File: src/rtl/sobel_pkg.sv
// Shared types and constants for the Sobel window front-end.
package sobel_pkg;

  typedef enum logic [1:0] {
    ST_IDLE = 2'd0,
    ST_FILL = 2'd1,
    ST_RUN  = 2'd2,
    ST_DONE = 2'd3
  } state_e;

  localparam int DEF_WIDTH      = 8;
  localparam int DEF_PIC_WIDTH  = 250;
  localparam int DEF_PIC_HEIGHT = 250;
  localparam int COL_W          = $clog2(DEF_PIC_WIDTH);
  localparam int ROW_W          = $clog2(DEF_PIC_HEIGHT);

  // Counter width able to hold 0..n-1, never narrower than one bit.
  function automatic int cnt_w(input int n);
    return (n > 2) ? $clog2(n) : 1;
  endfunction

endpackage

File: src/rtl/sobel_window_ctrl_ram.sv
// Single-port line RAM: read-before-write with a registered read word.
// old_o exposes the pre-write word so a second RAM can be cascaded in the same cycle.
module sobel_line_ram
  import sobel_pkg::*;
#(
  parameter int DEPTH = DEF_PIC_WIDTH,
  parameter int WIDTH = DEF_WIDTH,
  parameter int AW    = cnt_w(DEPTH)
) (
  input  logic             clk,
  input  logic             rst_n,
  input  logic             en_i,
  input  logic [AW-1:0]    addr_i,
  input  logic [WIDTH-1:0] wdata_i,
  output logic [WIDTH-1:0] rdata_o,
  output logic [WIDTH-1:0] old_o
);

  logic [WIDTH-1:0] mem_q [DEPTH];
  logic [WIDTH-1:0] rdata_q;

  assign old_o   = mem_q[addr_i];
  assign rdata_o = rdata_q;

  // Storage array write.
  always_ff @(posedge clk) begin
    if (en_i) begin
      mem_q[addr_i] <= wdata_i;
    end
  end

  // Registered read of the word being replaced.
  always_ff @(posedge clk or negedge rst_n) begin
    if (!rst_n) begin
      rdata_q <= '0;
    end else if (en_i) begin
      rdata_q <= mem_q[addr_i];
    end
  end

endmodule

File: src/rtl/sobel_window_ctrl.sv
// Sobel front-end: buffers two rows and presents three vertically aligned taps
// with a one-cycle latency, gating the first two rows of every frame.
module sobel_window_ctrl
  import sobel_pkg::*;
#(
  parameter int PIC_WIDTH  = DEF_PIC_WIDTH,
  parameter int PIC_HEIGHT = DEF_PIC_HEIGHT,
  parameter int WIDTH      = DEF_WIDTH
) (
  input  logic             clk,
  input  logic             rst_n,
  input  logic             frame_start,
  input  logic             pix_valid,
  input  logic [WIDTH-1:0] pix_data,
  output logic             valid_out,
  output logic [WIDTH-1:0] dout1,
  output logic [WIDTH-1:0] dout2,
  output logic [WIDTH-1:0] dout3,
  output logic             busy,
  output logic             frame_done,
  output logic             err_drop
);

  localparam int CW = cnt_w(PIC_WIDTH);
  localparam int RW = cnt_w(PIC_HEIGHT);
  localparam logic [CW-1:0] COL_LAST = CW'(PIC_WIDTH - 1);
  localparam logic [RW-1:0] ROW_LAST = RW'(PIC_HEIGHT - 1);
  localparam logic [RW-1:0] ROW_ONE  = RW'(1);

  state_e           state_q, state_d, eff_state_s;
  logic [CW-1:0]    col_q, col_d, eff_col_s;
  logic [RW-1:0]    row_q, row_d, eff_row_s;
  logic             accept_s;
  logic             valid_q, valid_d;
  logic             done_q, done_d;
  logic             err_q, err_d;
  logic             busy_q, busy_d;
  logic [WIDTH-1:0] dout3_q;
  logic [WIDTH-1:0] ram_a_old_s;
  logic [WIDTH-1:0] ram_b_old_unused;

  // frame_start overrides the current position so a coincident pixel lands at row 0, col 0.
  always_comb begin
    eff_state_s = state_q;
    eff_col_s   = col_q;
    eff_row_s   = row_q;
    if (frame_start) begin
      eff_state_s = ST_FILL;
      eff_col_s   = '0;
      eff_row_s   = '0;
    end else begin
      eff_state_s = state_q;
    end
    accept_s = pix_valid && ((eff_state_s == ST_FILL) || (eff_state_s == ST_RUN));
  end

  // Next-state, raster counters and output strobes.
  always_comb begin
    state_d = eff_state_s;
    col_d   = eff_col_s;
    row_d   = eff_row_s;
    valid_d = 1'b0;
    done_d  = 1'b0;
    err_d   = 1'b0;
    case (eff_state_s)
      ST_IDLE: begin
        err_d = pix_valid;
      end
      ST_DONE: begin
        err_d   = pix_valid;
        state_d = ST_IDLE;
        col_d   = '0;
        row_d   = '0;
      end
      ST_FILL, ST_RUN: begin
        if (pix_valid) begin
          valid_d = (eff_state_s == ST_RUN);
          if (eff_col_s == COL_LAST) begin
            col_d = '0;
            row_d = eff_row_s + RW'(1);
            if ((eff_state_s == ST_FILL) && (eff_row_s == ROW_ONE)) begin
              state_d = ST_RUN;
            end else if ((eff_state_s == ST_RUN) && (eff_row_s == ROW_LAST)) begin
              state_d = ST_DONE;
              row_d   = '0;
              done_d  = 1'b1;
            end else begin
              state_d = eff_state_s;
            end
          end else begin
            col_d = eff_col_s + CW'(1);
          end
        end else begin
          col_d = eff_col_s;
        end
      end
      default: begin
        state_d = ST_IDLE;
        col_d   = '0;
        row_d   = '0;
      end
    endcase
    busy_d = (state_d == ST_FILL) || (state_d == ST_RUN);
  end

  // Control and output registers.
  always_ff @(posedge clk or negedge rst_n) begin
    if (!rst_n) begin
      state_q <= ST_IDLE;
      col_q   <= '0;
      row_q   <= '0;
      valid_q <= 1'b0;
      done_q  <= 1'b0;
      err_q   <= 1'b0;
      busy_q  <= 1'b0;
    end else begin
      state_q <= state_d;
      col_q   <= col_d;
      row_q   <= row_d;
      valid_q <= valid_d;
      done_q  <= done_d;
      err_q   <= err_d;
      busy_q  <= busy_d;
    end
  end

  // Bottom tap holds across gaps like the RAM read words do.
  always_ff @(posedge clk or negedge rst_n) begin
    if (!rst_n) begin
      dout3_q <= '0;
    end else if (accept_s) begin
      dout3_q <= pix_data;
    end
  end

  // RAM_A holds row r-1 and feeds its displaced word into RAM_B (row r-2).
  sobel_line_ram #(.DEPTH(PIC_WIDTH), .WIDTH(WIDTH), .AW(CW)) u_ram_a (
    .clk    (clk),
    .rst_n  (rst_n),
    .en_i   (accept_s),
    .addr_i (eff_col_s),
    .wdata_i(pix_data),
    .rdata_o(dout2),
    .old_o  (ram_a_old_s)
  );

  sobel_line_ram #(.DEPTH(PIC_WIDTH), .WIDTH(WIDTH), .AW(CW)) u_ram_b (
    .clk    (clk),
    .rst_n  (rst_n),
    .en_i   (accept_s),
    .addr_i (eff_col_s),
    .wdata_i(ram_a_old_s),
    .rdata_o(dout1),
    .old_o  (ram_b_old_unused)
  );

  assign valid_out  = valid_q;
  assign dout3      = dout3_q;
  assign busy       = busy_q;
  assign frame_done = done_q;
  assign err_drop   = err_q;

endmodule

File: config.mk
export PLATFORM = sky130hd
export DESIGN_NAME = sobel_window_ctrl
export DESIGN_NICKNAME = d
export VERILOG_FILES = /design/src/rtl/sobel_pkg.sv /design/src/rtl/sobel_window_ctrl_ram.sv /design/src/rtl/sobel_window_ctrl.sv
export SDC_FILE = /design/constraint.sdc
export NUM_CORES = 2
export LEC_CHECK = 0
export ABC_AREA = 1
export BUFFER_PORTS_ARGS = -buffer_cell sky130_fd_sc_hd__buf_2
export CORE_UTILIZATION = 28
export CTS_CLUSTER_DIAMETER = 40
export CTS_CLUSTER_SIZE = 30
export DETAILED_ROUTE_END_ITERATION = 6
export MAX_ROUTING_LAYER = met4
export PLACE_DENSITY = 0.46
export SYNTH_ARGS = -nofsm -noshare
export SYNTH_HDL_FRONTEND = slang
export SYNTH_SLANG_ARGS = --single-unit
File: constraint.sdc
create_clock -name clk -period 7.88 [get_ports clk]
set_input_delay 1.182 -clock clk [delete_from_list [all_inputs] [get_ports clk]]
set_output_delay 1.182 -clock clk [all_outputs]
set_load 0.03 [all_outputs]
==> flow_summary.toml <==
[outcome]
status = "complete, no violations"

[critical_path]
start_kind = "input pin"
cpMostUsedCell = "nand2_1"
crit_buf_inv = 4
crit_type = "in -> reg"
arrival_ns = 6.65
path_depth = 17
rr_startpoint = "col_q[0]"
cp_cell_sequence = "buf_2, inv_4, nand2_8, buf_4, nand2_1, nand2_1, nand2_1, nand2_1, nand2_1, nand2_1, nor2_1, nor2_1, nor2_1, nand2_1, nor2_1, nand3_4, buf_12"
worstSetupStartpoint = "frame_start"
slowest_delay_ns = 0.92
cp_max_fo = 195
cp-end-kind = "register"
r2r_cells = 17
required_ns = 8.37
crit_slowest_cell = "nor2_1"
path_delay_family = "simple AND/OR/NAND/NOR gates"

[sta]
worstMarginPinSlew_ns = 1.44
setup_viol = 0
setup_tns_ns = 0
finalMaxSlewViolations = 0
rsz0062_at_grt = "false"
fin_ws_ns = 1.71
maxSlewHeadroom_pct = 3.43
clock.fmax_mhz = 162
final.period_utilization_pct = 78.2
finalHoldViolCount = 0
skew_ns = 0.0666
fin_crit_ns = 6.17

[global_route]
grt_max_degree = 196
overflow = 0
grt_pass1_vias = 105000
antenna_found_initial = 22
grt_util_all_layers_pct = 18.8
grt_pass1_wl_mm = 795

[yosys]
ys_ff_latch = 4046
ys_types = 39
synthesis.instances = 14500
yosys_most_used_dff = "edfxtp_1"
synth_edf_count = 4000
syn_area_per_cell_um2 = 11.4
async_flop_share_pct = 1.14
syn-num-nets = 14500
seq_area_frac_synth_pct = 73.3
yosysWarnings = 0
yosys-top-cells-area = "edfxtp_1 (73%), nand2_1 (6.9%), nor2_1 (6.8%)"
synthesis.area_um2 = 165000
synth_area_leader_cell = "edfxtp_1"
synth_top_area_share_pct = 72.6

[route]
drcViolationCount = 0
totalWireLength_mm = 560
first_iter_violations = 12200
vias = 110000
viasPerCell = 4.75
drtAntennaViolNets = 0
first_pass_iters = 6
drt-wirelength-per-cell_um = 24.2

[cts]
clock-sinks = 4046
clk_pin_slew_worst_paths_ns = 0.05
cts_htree_levels = 6
cts_resized = 0
cts_tree = "yes"
clockRootBuffer = "clkbuf_16"
post_cts_buffers = 0
clock_latency_ns = 1.08
cts_inserted_buffers = 597
clk_path_buf_depth = 4
cts_hold_buffers = 0

[floorplanning]
rows = 281
die_area_um2 = 594000
placeableCoreArea_um2 = 587000
ioPinCount = 40
dieHeight_um = 771
die_w_um = 771
initial_core_util_pct = 28.2

[run]
cap_violations = 0

[placed_design]
portBuffers = 39
dp_hpwl_mm = 323
place_ws_ns = 0.867
gp_congestion = 0.836

[final_layout]
area_growth_syn_to_layout_pct = 19.8
nNetsFinal = 14900
fill_cells = 58500
drive_above_1_share_pct = 10.8

[pwr]
p_leak_nw = 71.8
ir_worst_vdd_uv = 277
p_total_mw = 63.0
p_per_area_nw_per_um2 = 318

[hold_path]
hold_class = "in -> async"
-- state kept, by name, indices dropped and copies added, names as in the netlist --
register         cells
u_ram_b.rdata_o      8
state_q              2
valid_out            1
frame_done           1
row_q                8
busy                 1
u_ram_b.mem_q     2000
err_drop             1
col_q                8
dout3                8
u_ram_a.mem_q     2000
u_ram_a.rdata_o      8
-- final timing paths --
kind                                              end  slack, ns
worst min-delay path                         err_drop       0.28
worst max-delay path            u_ram_b.mem_q[179][7]       1.71
worst max register to register  u_ram_b.mem_q[143][6]       1.77
worst min register to register               dout3[6]       0.47
max in group asynchronous                    col_q[0]       6.95
min in group clk                             err_drop       0.32
-- metal layers --
| metal | vias to the layer above | global-route usage (%) | share of wire, % |
|---|---|---|---|
| met5 | - | - | 0 |
| met4 | 0 | 5.02 | 2.7 |
| met3 | 675 | 2.44 | 6.0 |
| met2 | 3450 | 29.3 | 46 |
| met1 | 55500 | 26.0 | 45 |
| li1 | 50500 | - | - |
-- area by class of cell --
cell class | instances | area (um^2) | area share, %
Antenna cell | 9 | 22.5 | 0.0114
Clock buffer | 681 | 15500 | 7.82
Clock inverter | 414 | 5320 | 2.68
Inverter | 758 | 2860 | 1.44
Multi-Input combinational cell | 8880 | 37500 | 18.9
Sequential cell | 4046 | 121000 | 61.2
Tap cell | 7782 | 9740 | 4.91
Timing Repair Buffer | 614 | 5910 | 2.98
-- synthesized netlist by cell type, types with 53 or more instances --
cell type,count
edfxtp_1,4000
nand2_1,3039
nor2_1,3006
o21ai_0,1980
inv_1,746
nand3_1,418
buf_2,409
clkbuf_1,289
o21ai_1,187
o22ai_1,104
buf_4,58
buf_1,53
-- cell usage in the layout, fill, tap and decap left out, drive strengths merged --
master and n:
edfxtp 4000, nand2 3042, nor2 3022, o21ai 2167, inv 827, clkbuf 681
buf 614, nand3 418, clkinv 200, o22ai 105, bufinv 85, clkinvlp 60
dfrtp 46, nand4 43, a21oi 42, diode 9, ha 8, nor3 7
xor2 7, or2 6, o211ai 5, nor3b 2, o31ai 2, o21a 1
a22oi 1, o21bai 1, a21boi 1
-- report_power, final --
| group | leakage (nW) | switching (mW) | total [mW] | internal, mW |
|---|---|---|---|---|
| clock | 9.97 | 10.5 | 27.6 | 17.2 |
| sequential | 36.5 | 0.133 | 25.1 | 25.0 |
| combinational | 25.3 | 7.87 | 10.2 | 2.35 |
| total | 71.8 | 18.5 | 63.0 | 44.5 |
-- stage by stage --
step	instances	hold slack [ns]	util, %	area (um^2)
6_report	23200	0.278	33.7	198000
5_1_grt	23200	0.295	33.7	198000
3_3_place_gp	22100	0.451	30.2	177000
2_1_floorplan	14500	0.547	-	165000
4_1_cts	23200	0.217	33.7	198000
3_5_place_dp	22100	0.457	30.2	177000
-- kinds of logic (layout without fill, tap and decap cells) --
kind of cell	after synthesis	count (layout)	share of synthesized area [%]
xor gates and xnor gates	7	7	0.0371
other	0	9	0
DFF	4046	4046	73.3
and+or+nand+nor	6540	6540	15.3
AOI/OAI and AO/OA	2325	2325	7.14
buffers and inverters	1590	2467	4.15
adders and majority gates	8	8	0.0605
(Power assumes the default switching activity.)
